===== src/rtl/exec_stage.sv =====
// exec_stage: execute stage between the register file read ports and its
// write port. Latches operands at issue, runs a single-cycle ALU operation
// or an iterative 16-step shift-add multiply, then presents the result with
// a one-cycle Load strobe and its write-back address.
//
// Optional feature macro: EXEC_MUL_EN
//   defined   : op 111 runs the multiply sequence (MULT state + accumulator)
//   undefined : op 111 goes straight to WB and issues no register write
//
// Ports:
//   clk    rising-edge clock
//   clear  synchronous active-high reset
//   start  issue request, sampled only in IDLE
//   op     operation select (000 ADD .. 110 SHR, 111 MUL)
//   dest   destination register address
//   A, B   operands
//   C      result             Caddr  write-back address
//   Load   one-cycle write strobe
//   busy   high while not IDLE
//   zero   result == 0        carry  carry/borrow/overflow flag
//
// state | meaning
// IDLE  | waiting for start; operands latched on issue
// EXEC  | single-cycle ALU op; result and Load registered at exit
// MULT  | one shift-add iteration per cycle, 16 cycles
// WB    | Load visible this cycle; returns to IDLE
module exec_stage (
  input  logic        clk,
  input  logic        clear,
  input  logic        start,
  input  logic [2:0]  op,
  input  logic [3:0]  dest,
  input  logic [15:0] A,
  input  logic [15:0] B,
  output logic [15:0] C,
  output logic [3:0]  Caddr,
  output logic        Load,
  output logic        busy,
  output logic        zero,
  output logic        carry
);

  typedef enum logic [1:0] {IDLE, EXEC, MULT, WB} state_t;

  state_t      state, state_next;
  logic [15:0] a_q, b_q;
  logic [2:0]  op_q;
  logic [3:0]  dest_q;
  logic [15:0] c_next;
  logic        carry_next;
  logic        load_next;
  logic        issue;

  logic [16:0] add_w, sub_w, shl_w, shr_w;

  assign add_w = {1'b0, a_q} + {1'b0, b_q};
  // bit 16 of the 17-bit difference is the unsigned borrow
  assign sub_w = {1'b0, a_q} - {1'b0, b_q};
  // the extra bit catches the last bit shifted out (0 for a zero shift)
  assign shl_w = {1'b0, a_q} << b_q[3:0];
  assign shr_w = {a_q, 1'b0} >> b_q[3:0];

`ifdef EXEC_MUL_EN
  logic [3:0]  cnt;
  logic [31:0] acc, acc_sum;

  assign acc_sum = acc + (b_q[cnt] ? ({16'h0000, a_q} << cnt) : 32'h0);
`endif

  always_comb begin
    state_next = state;
    c_next     = C;
    carry_next = carry;
    load_next  = 1'b0;
    issue      = 1'b0;
    case (state)
      IDLE: begin
        if (start) begin
          issue = 1'b1;
`ifdef EXEC_MUL_EN
          state_next = (op == 3'b111) ? MULT : EXEC;
`else
          state_next = (op == 3'b111) ? WB : EXEC;
`endif
        end
      end
      EXEC: begin
        load_next  = 1'b1;
        state_next = WB;
        case (op_q)
          3'b000: begin c_next = add_w[15:0]; carry_next = add_w[16]; end
          3'b001: begin c_next = sub_w[15:0]; carry_next = sub_w[16]; end
          3'b010: begin c_next = a_q & b_q;   carry_next = 1'b0; end
          3'b011: begin c_next = a_q | b_q;   carry_next = 1'b0; end
          3'b100: begin c_next = a_q ^ b_q;   carry_next = 1'b0; end
          3'b101: begin c_next = shl_w[15:0]; carry_next = shl_w[16]; end
          3'b110: begin c_next = shr_w[16:1]; carry_next = shr_w[0]; end
          default: begin c_next = C; carry_next = carry; end
        endcase
      end
`ifdef EXEC_MUL_EN
      MULT: begin
        if (cnt == 4'hF) begin
          c_next     = acc_sum[15:0];
          carry_next = |acc_sum[31:16];
          load_next  = 1'b1;
          state_next = WB;
        end
      end
`endif
      WB:      state_next = IDLE;
      default: state_next = IDLE;
    endcase
  end

  always_ff @(posedge clk) begin
    if (clear) begin
      state  <= IDLE;
      a_q    <= 16'h0000;
      b_q    <= 16'h0000;
      op_q   <= 3'b000;
      dest_q <= 4'h0;
      C      <= 16'h0000;
      Caddr  <= 4'h0;
      Load   <= 1'b0;
      busy   <= 1'b0;
      zero   <= 1'b0;
      carry  <= 1'b0;
    end else begin
      state <= state_next;
      busy  <= (state_next != IDLE);
      Load  <= load_next;
      if (load_next) begin
        C     <= c_next;
        carry <= carry_next;
        zero  <= (c_next == 16'h0000);
        Caddr <= dest_q;
      end
      if (issue) begin
        a_q    <= A;
        b_q    <= B;
        op_q   <= op;
        dest_q <= dest;
      end
    end
  end

`ifdef EXEC_MUL_EN
  always_ff @(posedge clk) begin
    if (clear || issue) begin
      cnt <= 4'h0;
      acc <= 32'h0;
    end else if (state == MULT) begin
      cnt <= cnt + 4'h1;
      acc <= acc_sum;
    end
  end
`endif

endmodule

===== config.mk =====
export PLATFORM = sky130hd
export DESIGN_NAME = exec_stage
export DESIGN_NICKNAME = d
export VERILOG_FILES = /design/src/rtl/exec_stage.sv
export SDC_FILE = /design/constraint.sdc
export NUM_CORES = 1
export LEC_CHECK = 0
export CORE_UTILIZATION = 49
export CTS_BUF_LIST = sky130_fd_sc_hd__clkbuf_4 sky130_fd_sc_hd__clkbuf_8 sky130_fd_sc_hd__clkbuf_16
export DETAILED_ROUTE_END_ITERATION = 10
export PLACE_DENSITY = 0.7
export SLEW_MARGIN = 20
export SYNTH_ARGS = -nofsm -noshare
export SYNTH_HDL_FRONTEND = slang
export SYNTH_SLANG_ARGS = --single-unit

===== constraint.sdc =====
create_clock -name clk -period 7.2 [get_ports clk]
set_input_delay 1.08 -clock clk [delete_from_list [all_inputs] [get_ports clk]]
set_output_delay 1.08 -clock clk [all_outputs]
set_load 0.05 [all_outputs]

# == Yosys cells after proc, flatten, opt, wreduce, memory -nomap -nowiden ==
# Index checks and enable logic that the tools add are counted.
# W data, S select, Z words.
# word_totals
input_bits,42
elab_cells,42
register_bits,65
out_inout_bits,24
# classes
n_addsub,2
eq_ne,8
n_bitwise,3
mux,9
shift,2
n_reduce_logical,7
# op_table
op,n
$pmux W16 S7,1
$add A16 B16 Y17,1
$shl A16 B4 Y17,1
$shr A17 B4 Y17,1
$sub A16 B16 Y17,1
$and A16 B16 Y16,1
$logic_not A16 Y1,1
$mux W16,1
$or A16 B16 Y16,1
$xor A16 B16 Y16,1
$eq A3 B3 Y1 const B,4
$eq A3 B2 Y1 const B,2
$pmux W1 S5,1
$reduce_bool A5 Y1,1
$mux W2,2
$pmux W2 S2,1
$eq A3 B1 Y1 const B,1
$logic_not A3 Y1,1
$mux W1,3
$reduce_and A3 Y1,1
$reduce_or A3 Y1,1
$eq A2 B1 Y1 const B,1
$logic_not A2 Y1,1
$reduce_bool A2 Y1,1

# == Logic depth before layout (Yosys ltp) ==
# Gate-level depths: netlist (run 1).
# logic_depth
ltp_word,5
ltp_mapped,14
mapped_depth_nobuf,13

# == Least setup slack after synthesis (run 1) ==
# OpenSTA, ideal clock, no wires.
# synth_path
path_type,register to register
from,register b_q[2]
to,register carry
t_arrival_ns,3.219
slack_ns,3.911
path_buffers,3
stages_incl_launch_ff,15
required_ns,7.130
path_cell_list,dfxtp_1 buf_2 clkinv_1 clkbuf_1 ha_1 buf_2 nor2b_1 o311ai_1 o21ai_0 o31ai_1 nor2_1 o21bai_1 a221oi_1 or3_1 a21oi_1
# synth_between
elab_chain_len,2
elab_cells_between_ends,5
cone_classes,add/sub (2); shift (2); mux (1)
# synth_lines
element,line_no,source
"start, declared",46,"logic [15:0] a_q, b_q;"
"start signal, assigned",120,b_q <= 16'h0000;
"start signal, assigned",141,b_q <= B;
$sub A16 B16 Y17 (tied with other cells),58,"assign sub_w = {1'b0, a_q} - {1'b0, b_q};"
$pmux W1 S5 (*),90,case (op_q)
"end signal, assigned",135,carry <= carry_next;
"end, declared",40,output logic carry
# Every way passes the cells marked *; elsewhere a longest branch is shown, timed or not.
# A chain may end at the register's enable or synchronous reset.

# == Final worst setup path (run 1) ==
# Ends and elaborated chain as after synthesis.

==> impl_metrics.yaml, run 1 <==
status:
  status: "complete, no violations"
routing:
  drtAntennaViolNets: 0
  num_vias: 6698
  finalWirelength_um: 22700
  avgViaCountPerCell: 6.40
  first_pass_iters: 5
  drc: 0
  drt_iter0_markers: 646
  wl_per_cell_um: 21.7
clocking:
  cts_tree: "built"
  cts.sink_count: 65
  max-clock-path-buffers: 2
  cts_made_buffers: 9
  cts.repair.resized: 0
  htreeDepth: 3
  post-cts-setup-buffers: 0
  root_buffer: "clkbuf_16"
  cts.clk_slew.worst_paths_ns: 0.07
  insertion_delay_ns: 0.35
  cts_hold_buf: 0
global_route:
  antenna_found_initial: 0
  grt.total_usage_pct: 33.6
  grt.overflow.total: 0
  first_global_vias: 6408
  grt_max_degree: 65
  grt_first_pass_wirelength_um: 35900
yosys:
  syn_area_um2: 6520
  synth-async-reset-ratio_pct: 0
  yosys-top-cells-count: "nand2_1 (125), a21oi_1 (85), nor2_1 (69)"
  synth_seq_cells: 65
  syn_avg_cell_area_um2: 7.66
  ys_seq_area_share_pct: 19.9
  yosysTopAreaCell: "dfxtp_1"
  synth_nets: 948
  netlist.area_leader.share_pct: 19.9
  synth_flop_cell: "dfxtp_1"
  yosysWarnings: 0
  synth_most_common_cell: "nand2_1"
  yosysUniqueCellTypes: 80
  synth_area_leaders: "dfxtp_1 (20%), ha_1 (10%), mux4_2 (7.2%)"
  synth_edf_count: 0
  postSynthCellCount: 852
cells_and_area:
  n_fill_cell: 1237
  final_core_util_pct: 58.5
  area_delta_synth_final_pct: 15.0
  antenna_cells: 0
  final_layout_size_suffix_gt1_share_pct: 8.91
  design_area_um2: 7500
  finalNetCount: 966
worst_setup_path:
  critPathMaxFanout: 42
  cp.arrival_ns: 4.54
  crit_start: "b_q[2]$_SDFFE_PP0P_"
  startpoint_type: "flop"
  cp.required_ns: 7.48
  critPathCapture: "carry$_SDFFE_PP0P_"
  rr_endpoint: "carry$_SDFFE_PP0P_"
  r2r-start: "b_q[2]$_SDFFE_PP0P_"
  end_kind: "flop"
  crit_type: "reg -> reg"
  rr_worst_depth: 13
  r2r_setup_slack_ns: 2.94
place:
  place_ws_ns: 3.04
  routabilityCongestion: 0.966
  dp_hpwl_um: 16600
  io_buffers: 65
  dpl_cell_area_um2: 7170
worst_hold_path:
  hold_class: "reg -> reg"
timing:
  fin_crit_ns: 4.26
  hold_viol_final: 0
  drv_slew: 0
  fin_tns_setup_ns: 0
  fmax_mhz: 235
  finalWorstSetupSlack_ns: 2.94
  timing.final.crit_share_pct: 59.2
  setup_viol_count_final: 0
  slew_headroom_pct: 38.1
  rsz0062_at_grt: "false"
  tightest_slew_ns: 0.917
  fin_skew_ns: 0.00979
pwr:
  power_uw: 1430
  irDropWorstVdd_v: 0.000138
  p_leak_uw: 0.00269
  power.density_nw_per_um2: 190
floorplan:
  io_pins: 66
  dieHeight_um: 117
  coreArea_um2: 12800
  die_area_um2: 13800
  row_count: 41
  initial_utilization_pct: 50.9
  die_w_um: 117
run:
  maxCapViolCount: 0
cells in the final DEF (no fill, tap or decap), types with 6 or more instances in the layout:
cell and n:
o2111ai_1 6, o32ai_1 13, a31oi_1 7, clkdlybuf4s50_1 64
nand2_1 125, a21oi_1 85, a221oi_1 6, nor2_1 69
nor3b_1 6, o211ai_1 9, o21ai_0 20, inv_1 48
mux2_2 11, xnor2_1 9, o22ai_1 8, clkbuf_16 9
mux4_2 21, or3_1 6, nor2b_1 21, mux2i_1 14
nor3_1 25, dfxtp_1 64, o2bb2ai_1 6, buf_4 14
nand2b_1 10, ha_1 52, nand3_1 10, nor4_1 9
a211oi_1 18
per-layer routing:
| layer | up-vias | GRT usage [%] | wire [µm] |
|---|---|---|---|
| met5 | - | 0 | 0 |
| met4 | 0 | 15.6 | 886 |
| met3 | 57 | 7.34 | 1820 |
| met2 | 298 | 50.6 | 10100 |
| met1 | 3211 | 45.5 | 9900 |
| li1 | 3132 | - | - |
flip-flops by register name (all words and copies together), names as in the netlist:
register,cells
C,16
a_q,16
b_q,16
Caddr,4
dest_q,4
op_q,3
state,2
Load,1
busy,1
carry,1
zero,1
worst max-delay path, stage by stage, from the launching register on:
cell      delay (ns)
dfxtp_1         0.31
buf_4           0.42
clkinv_1        0.64
ha_1            0.69
nor2b_1         0.12
o311ai_1        0.24
buf_4           0.19
o21ai_0         0.15
o31ai_1         0.59
nor2_1          0.09
o21bai_1        0.14
a221oi_1        0.09
or3_1           0.35
a21oi_1         0.14
kinds of logic (layout without fill, tap and decap cells):
kind of cell	after synthesis	count (layout)	share of synthesized area (%)
adders and majority gates	54	54	10.6
buffers and inverters	123	146	7.90
AOI/OAI and AO/OA	240	240	25.3
DFF	65	65	19.9
xor gates and xnor gates	11	11	1.48
muxes	49	49	12.5
and+or+nand+nor	310	310	22.2
power breakdown:
group          internal (µW)  switching, µW  leakage (µW)  total, µW
registers                386           38.1      0.000534        424
clock network            310            191      0.000160        501
logic                    193            307       0.00200        500
total                    889            536       0.00269       1430
final cells by class:
type                       count  area [µm²]  share of cell area [%]
sequential                    65        1300                    17.4
clock inverter                 7         108                    1.43
inverter                      51         191                    2.55
timing repair buffer          79         751                    10.0
tap                          172         215                    2.87
clock buffer                   9         225                    3.00
multi-input combinational    664        4710                    62.8
how the worst min path moves through the flow:
stage,from,end,slack [ns],cells after the start
after floorplan,dest_q[0]$_SDFFE_PP0P_,Caddr[0]$_SDFFE_PP0P_,0.43,2
after global placement,dest_q[0]$_SDFFE_PP0P_,Caddr[0]$_SDFFE_PP0P_,0.44,2
after detailed placement,Caddr[1]$_SDFFE_PP0P_,Caddr[1]$_SDFFE_PP0P_,0.45,2
after CTS,Caddr[1]$_SDFFE_PP0P_,Caddr[1]$_SDFFE_PP0P_,0.46,2
after global routing,Caddr[1]$_SDFFE_PP0P_,Caddr[1]$_SDFFE_PP0P_,0.47,2
final,Caddr[1]$_SDFFE_PP0P_,Caddr[1]$_SDFFE_PP0P_,0.45,2
per-stage QoR:
step	instances	hold WS, ns
4_1_cts	1047	0.457
3_3_place_gp	1031	0.437
2_1_floorplan	852	0.432
3_5_place_dp	1031	0.449
6_report	1047	0.455
5_1_grt	1047	0.469
Note: power is estimated with default switching activity, not from simulation.
==> run 2: changes to the inputs <==
- PLACE_DENSITY: 0.7 -> 0.73
- clock period: 7.2 -> 3.83 ns (I/O delays scaled with it)
==> impl_metrics.yaml, run 2 (synthesized netlist as in run 1, its figures left out) <==
timing:
  timing.hold.ws_ns: 0.408
  tightest_slew_ns: 1.03
  hold_viol_final: 0
  fin_crit_ns: 3.41
  fmax_mhz: 293
  timing.final.crit_share_pct: 89.0
  setup_viol_count_final: 0
  rsz0062_at_grt: "false"
  slew_headroom_pct: 31.3
  fin_skew_ns: 0.00761
  drv_slew: 0
  fin_tns_setup_ns: 0
worst_setup_path:
  r2r_setup_slack_ns: 0.42
  startpoint_type: "flop"
  crit_type: "reg -> reg"
  cp_top_family: "simple AND/OR/NAND/NOR gates"
  critPathMaxFanout: 8
  rr_endpoint: "zero$_SDFFE_PP0P_"
  critPathSlowestCell: "dfxtp_1"
  crit_path_frequent_cell: "nand4_1"
  path_cells: "ha_1 > inv_1 > fa_1 > o21ai_0 > a2bb2oi_1 > o2111ai_1 > o32ai_1 > and4_1 > nand4_1 > and4bb_2 > nand4_1 > nand2_1"
  r2r-start: "a_q[0]$_SDFFE_PP0P_"
  cpPeakStageDelay_ns: 0.49
  path_buf_inv: 1
  cp.arrival_ns: 3.72
  cp.required_ns: 4.14
  rr_worst_depth: 12
  end_kind: "flop"
clocking:
  cts.sink_count: 65
  post-cts-setup-buffers: 0
  cts_tree: "built"
  cts.clk_slew.worst_paths_ns: 0.06
  root_buffer: "clkbuf_16"
  insertion_delay_ns: 0.36
  cts_hold_buf: 0
  cts.repair.resized: 0
  cts_made_buffers: 9
  max-clock-path-buffers: 2
  htreeDepth: 3
cells_and_area:
  reg_top3: "C (16), a_q (16), b_q (16)"
  antenna_cells: 0
  regArea_um2: 1300
  most-common-layout-cells: "nand2_1 (125), a21oi_1 (85), nor2_1 (69)"
  area_delta_synth_final_pct: 17.6
  multi_input_area_um2: 4710
  final_layout_size_suffix_gt1_share_pct: 11.7
  design_area_um2: 7670
  final_core_util_pct: 59.8
  n_fill_cell: 1182
  finalNetCount: 991
  layout.cells.most_common: "nand2_1"
worst_hold_path:
  hp-start: "clear"
  whs_path_depth: 2
  hold_path_end: "Load$_SDFF_PP0_"
  hold_class: "in -> reg"
routing:
  wl_per_cell_um: 20.7
  num_vias: 6828
  drtAntennaViolNets: 0
  avgViaCountPerCell: 6.37
  finalWirelength_um: 22200
  drc: 0
  drt_iter0_markers: 723
  first_pass_iters: 6
floorplan:
  die_area_um2: 13800
  io_pins: 66
  die_w_um: 117
  row_count: 41
  initial_utilization_pct: 50.9
  dieHeight_um: 117
  coreArea_um2: 12800
pwr:
  irDropWorstVdd_v: 0.000299
  power_uw: 2640
  power.density_nw_per_um2: 344
  p_leak_uw: 0.00281
status:
  status: "complete, no violations"
global_route:
  first_global_vias: 6359
  grt_first_pass_wirelength_um: 35300
  grt.overflow.total: 0
  grt_max_degree: 65
  grt.total_usage_pct: 32.8
  antenna_found_initial: 0
place:
  dpl_cell_area_um2: 7360
  dp_hpwl_um: 16500
  routabilityCongestion: 1.06
  io_buffers: 65
run:
  maxCapViolCount: 0
==> run 2: cell count changes in the layout (fill, tap and decap cells not counted), sizes merged <==
cell	delta
bufinv	-1
buf	+25
clkinv	+1
==> run 2: worst register-to-register path, cell delays in order, from the launching register on <==
cell and delay, ns:
dfxtp_1 0.49, ha_1 0.31, inv_1 0.08, fa_1 0.44
o21ai_0 0.21, a2bb2oi_1 0.24, o2111ai_1 0.23, o32ai_1 0.33
and4_1 0.37, nand4_1 0.15, and4bb_2 0.36, nand4_1 0.09
nand2_1 0.08
==> run 2: report_power, final <==
part	leakage, µW	total, µW	internal, µW	switching [µW]
clock network	0.000149	882	516	365
registers	0.000534	777	726	50.8
logic	0.00213	978	381	598
==> run 2: layout make-up <==
type                       count  area share (%)
inverter                      51            2.50
multi-input combinational    664            61.4
timing repair buffer         104            12.2
sequential                    65            17.0
clock inverter                 7            1.09
tap                          172            2.80
clock buffer                   9            2.94
==> run 2: metrics by stage <==
step / worst slack (ns) / instances
2_1_floorplan: 0.541 / 852
3_3_place_gp: 0.351 / 1056
3_5_place_dp: 0.288 / 1056
4_1_cts: 0.279 / 1072
5_1_grt: 0.154 / 1072
6_report: 0.421 / 1072
==> run 2: worst max-delay path by stage <==
stage	from	to	slack, ns	depth (start not counted)
global route	b_q[3]$_SDFFE_PP0P_	zero$_SDFFE_PP0P_	0.15	11
finish	a_q[0]$_SDFFE_PP0P_	zero$_SDFFE_PP0P_	0.42	12
CTS	a_q[0]$_SDFFE_PP0P_	carry$_SDFFE_PP0P_	0.28	13
detailed placement	a_q[0]$_SDFFE_PP0P_	carry$_SDFFE_PP0P_	0.29	13
floorplan	b_q[2]$_SDFFE_PP0P_	carry$_SDFFE_PP0P_	0.54	14
global placement	a_q[0]$_SDFFE_PP0P_	carry$_SDFFE_PP0P_	0.35	13
==> run 2: routing by layer <==
| layer | track usage [%] | share of wire (%) | up-vias |
|---|---|---|---|
| met5 | 0 | 0 | - |
| met4 | 13.2 | 3.3 | 0 |
| li1 | - | - | 3172 |
| met2 | 48.8 | 43 | 411 |
| met3 | 8.66 | 11 | 57 |
| met1 | 44.8 | 43 | 3188 |
==> run 3: changes to the inputs <==
- PLACE_DENSITY: 0.73 -> 0.7
- clock period: 3.83 -> 3.9 ns (I/O delays scaled with it)
==> impl_metrics.yaml, run 3 (synthesized netlist as in run 1, its figures left out) <==
clocking:
  cts_hold_buf: 0
  post-cts-setup-buffers: 0
  cts.repair.resized: 0
  cts.sink_count: 65
  cts_made_buffers: 9
  insertion_delay_ns: 0.35
  htreeDepth: 3
  cts_tree: "built"
  max-clock-path-buffers: 2
  root_buffer: "clkbuf_16"
  cts.clk_slew.worst_paths_ns: 0.06
timing:
  hold_viol_final: 0
  tightest_slew_ns: 0.834
  fmax_mhz: 273
  fin_crit_ns: 3.67
  setup_viol_count_final: 0
  slew_headroom_pct: 43.5
  drv_slew: 0
  fin_skew_ns: 0.00831
  finalWorstSetupSlack_ns: 0.232
  timing.final.crit_share_pct: 94.0
  rsz0062_at_grt: "false"
  fin_tns_setup_ns: 0
worst_setup_path:
  crit_path_frequent_cell: "inv_1"
  path_cells: "inv_1 > ha_1 > inv_1 > fa_1 > nor2b_1 > o311ai_1 > o21ai_0 > o31ai_1 > nor2_1 > o21bai_1 > a221oi_1 > or3_1 > a21oi_1"
  crit_start: "a_q[0]$_SDFFE_PP0P_"
  end_kind: "flop"
  path_buf_inv: 2
  cpPeakStageDelay_ns: 0.71
  cp.arrival_ns: 3.95
  startpoint_type: "flop"
  critPathSlowestCell: "o311ai_1"
  critPathMaxFanout: 5
  cp.required_ns: 4.18
  crit_type: "reg -> reg"
  r2r-start: "a_q[0]$_SDFFE_PP0P_"
  cp_top_family: "compound AO/OA/AOI/OAI gates"
worst_hold_path:
  hold_class: "in -> reg"
  hp-start: "clear"
routing:
  avgViaCountPerCell: 6.48
  num_vias: 7035
  highest_layer: "met4"
  wl_met1_um: 10200
  first_pass_iters: 8
  met3WireLength_um: 2550
  wl_met2_um: 10700
  drc: 0
  drtAntennaViolNets: 0
  drt_iter0_markers: 877
  wl_per_cell_um: 22.5
  finalWirelength_um: 24400
place:
  io_buffers: 65
  place_ws_ns: 0.437
  routabilityCongestion: 0.979
  dp_hpwl_um: 18000
status:
  status: "complete, no violations"
floorplan:
  die_area_um2: 13800
  die_w_um: 117
  initial_utilization_pct: 50.9
  row_count: 41
  io_pins: 66
  coreArea_um2: 12800
  dieHeight_um: 117
cells_and_area:
  area_delta_synth_final_pct: 19.0
  finalNetCount: 1004
  layout.cells.most_common: "nand2_1"
  most-common-layout-cells: "nand2_1 (124), a21oi_1 (85), nor2_1 (69)"
  n_fill_cell: 1216
  multi_input_area_um2: 4710
  regArea_um2: 1300
  reg_top3: "C (16), a_q (16), b_q (16)"
  final_layout_size_suffix_gt1_share_pct: 12.8
global_route:
  grt_max_degree: 65
  grt.total_usage_pct: 35.6
  grt_first_pass_wirelength_um: 37500
  first_global_vias: 6584
  grt.overflow.total: 0
  antenna_found_initial: 0
run:
  maxCapViolCount: 0
pwr:
  p_leak_uw: 0.00287
  power.density_nw_per_um2: 339
  irDropWorstVdd_v: 0.000227
  power_uw: 2630
[run 3: stage by stage]
| step | hold slack (ns) | area, µm² | util, % | std cells |
|---|---|---|---|---|
| floorplan | 0.432 | 6520 | - | 852 |
| global placement | 0.439 | 7450 | 58.1 | 1069 |
| detailed placement | 0.447 | 7450 | 58.1 | 1069 |
| CTS | 0.411 | 7760 | 60.5 | 1085 |
| global route | 0.428 | 7760 | 60.5 | 1085 |
| finish | 0.414 | 7770 | 60.6 | 1086 |
[run 3: layer usage]
metal  vias up  GRT usage (%)
li1       3211              -
met1      3332           47.1
met2       424           53.7
met3        68           9.14
met4         0           17.0
met5         -              0
[run 3: where the power goes]
part / leakage [µW] / total, µW / switching, µW / internal, µW
combinational: 0.00218 / 1000 / 615 / 389
clock: 0.000149 / 873 / 365 / 508
sequential: 0.000534 / 757 / 44.6 / 713
total: 0.00287 / 2630 / 1030 / 1610
[run 3: path summary, 6_finish.rpt]
path | end | slack (ns) | depth (start not counted)
worst max-delay path | carry$_SDFFE_PP0P_ | 0.23 | 13
worst min-delay path | Load$_SDFF_PP0_ | 0.41 | 2
worst max register to register | carry$_SDFFE_PP0P_ | 0.23 | 13
worst min register to register | Caddr[2]$_SDFFE_PP0P_ | 0.45 | 2
[run 3: area by class of cell]
type	instances	share of cell area, %
multi-input combinational	664	60.6
sequential	65	16.8
timing repair buffer	117	13.3
clock buffer	9	2.90
tap	172	2.77
inverter	51	2.46
clock inverter	7	1.08
antenna	1	0.0322
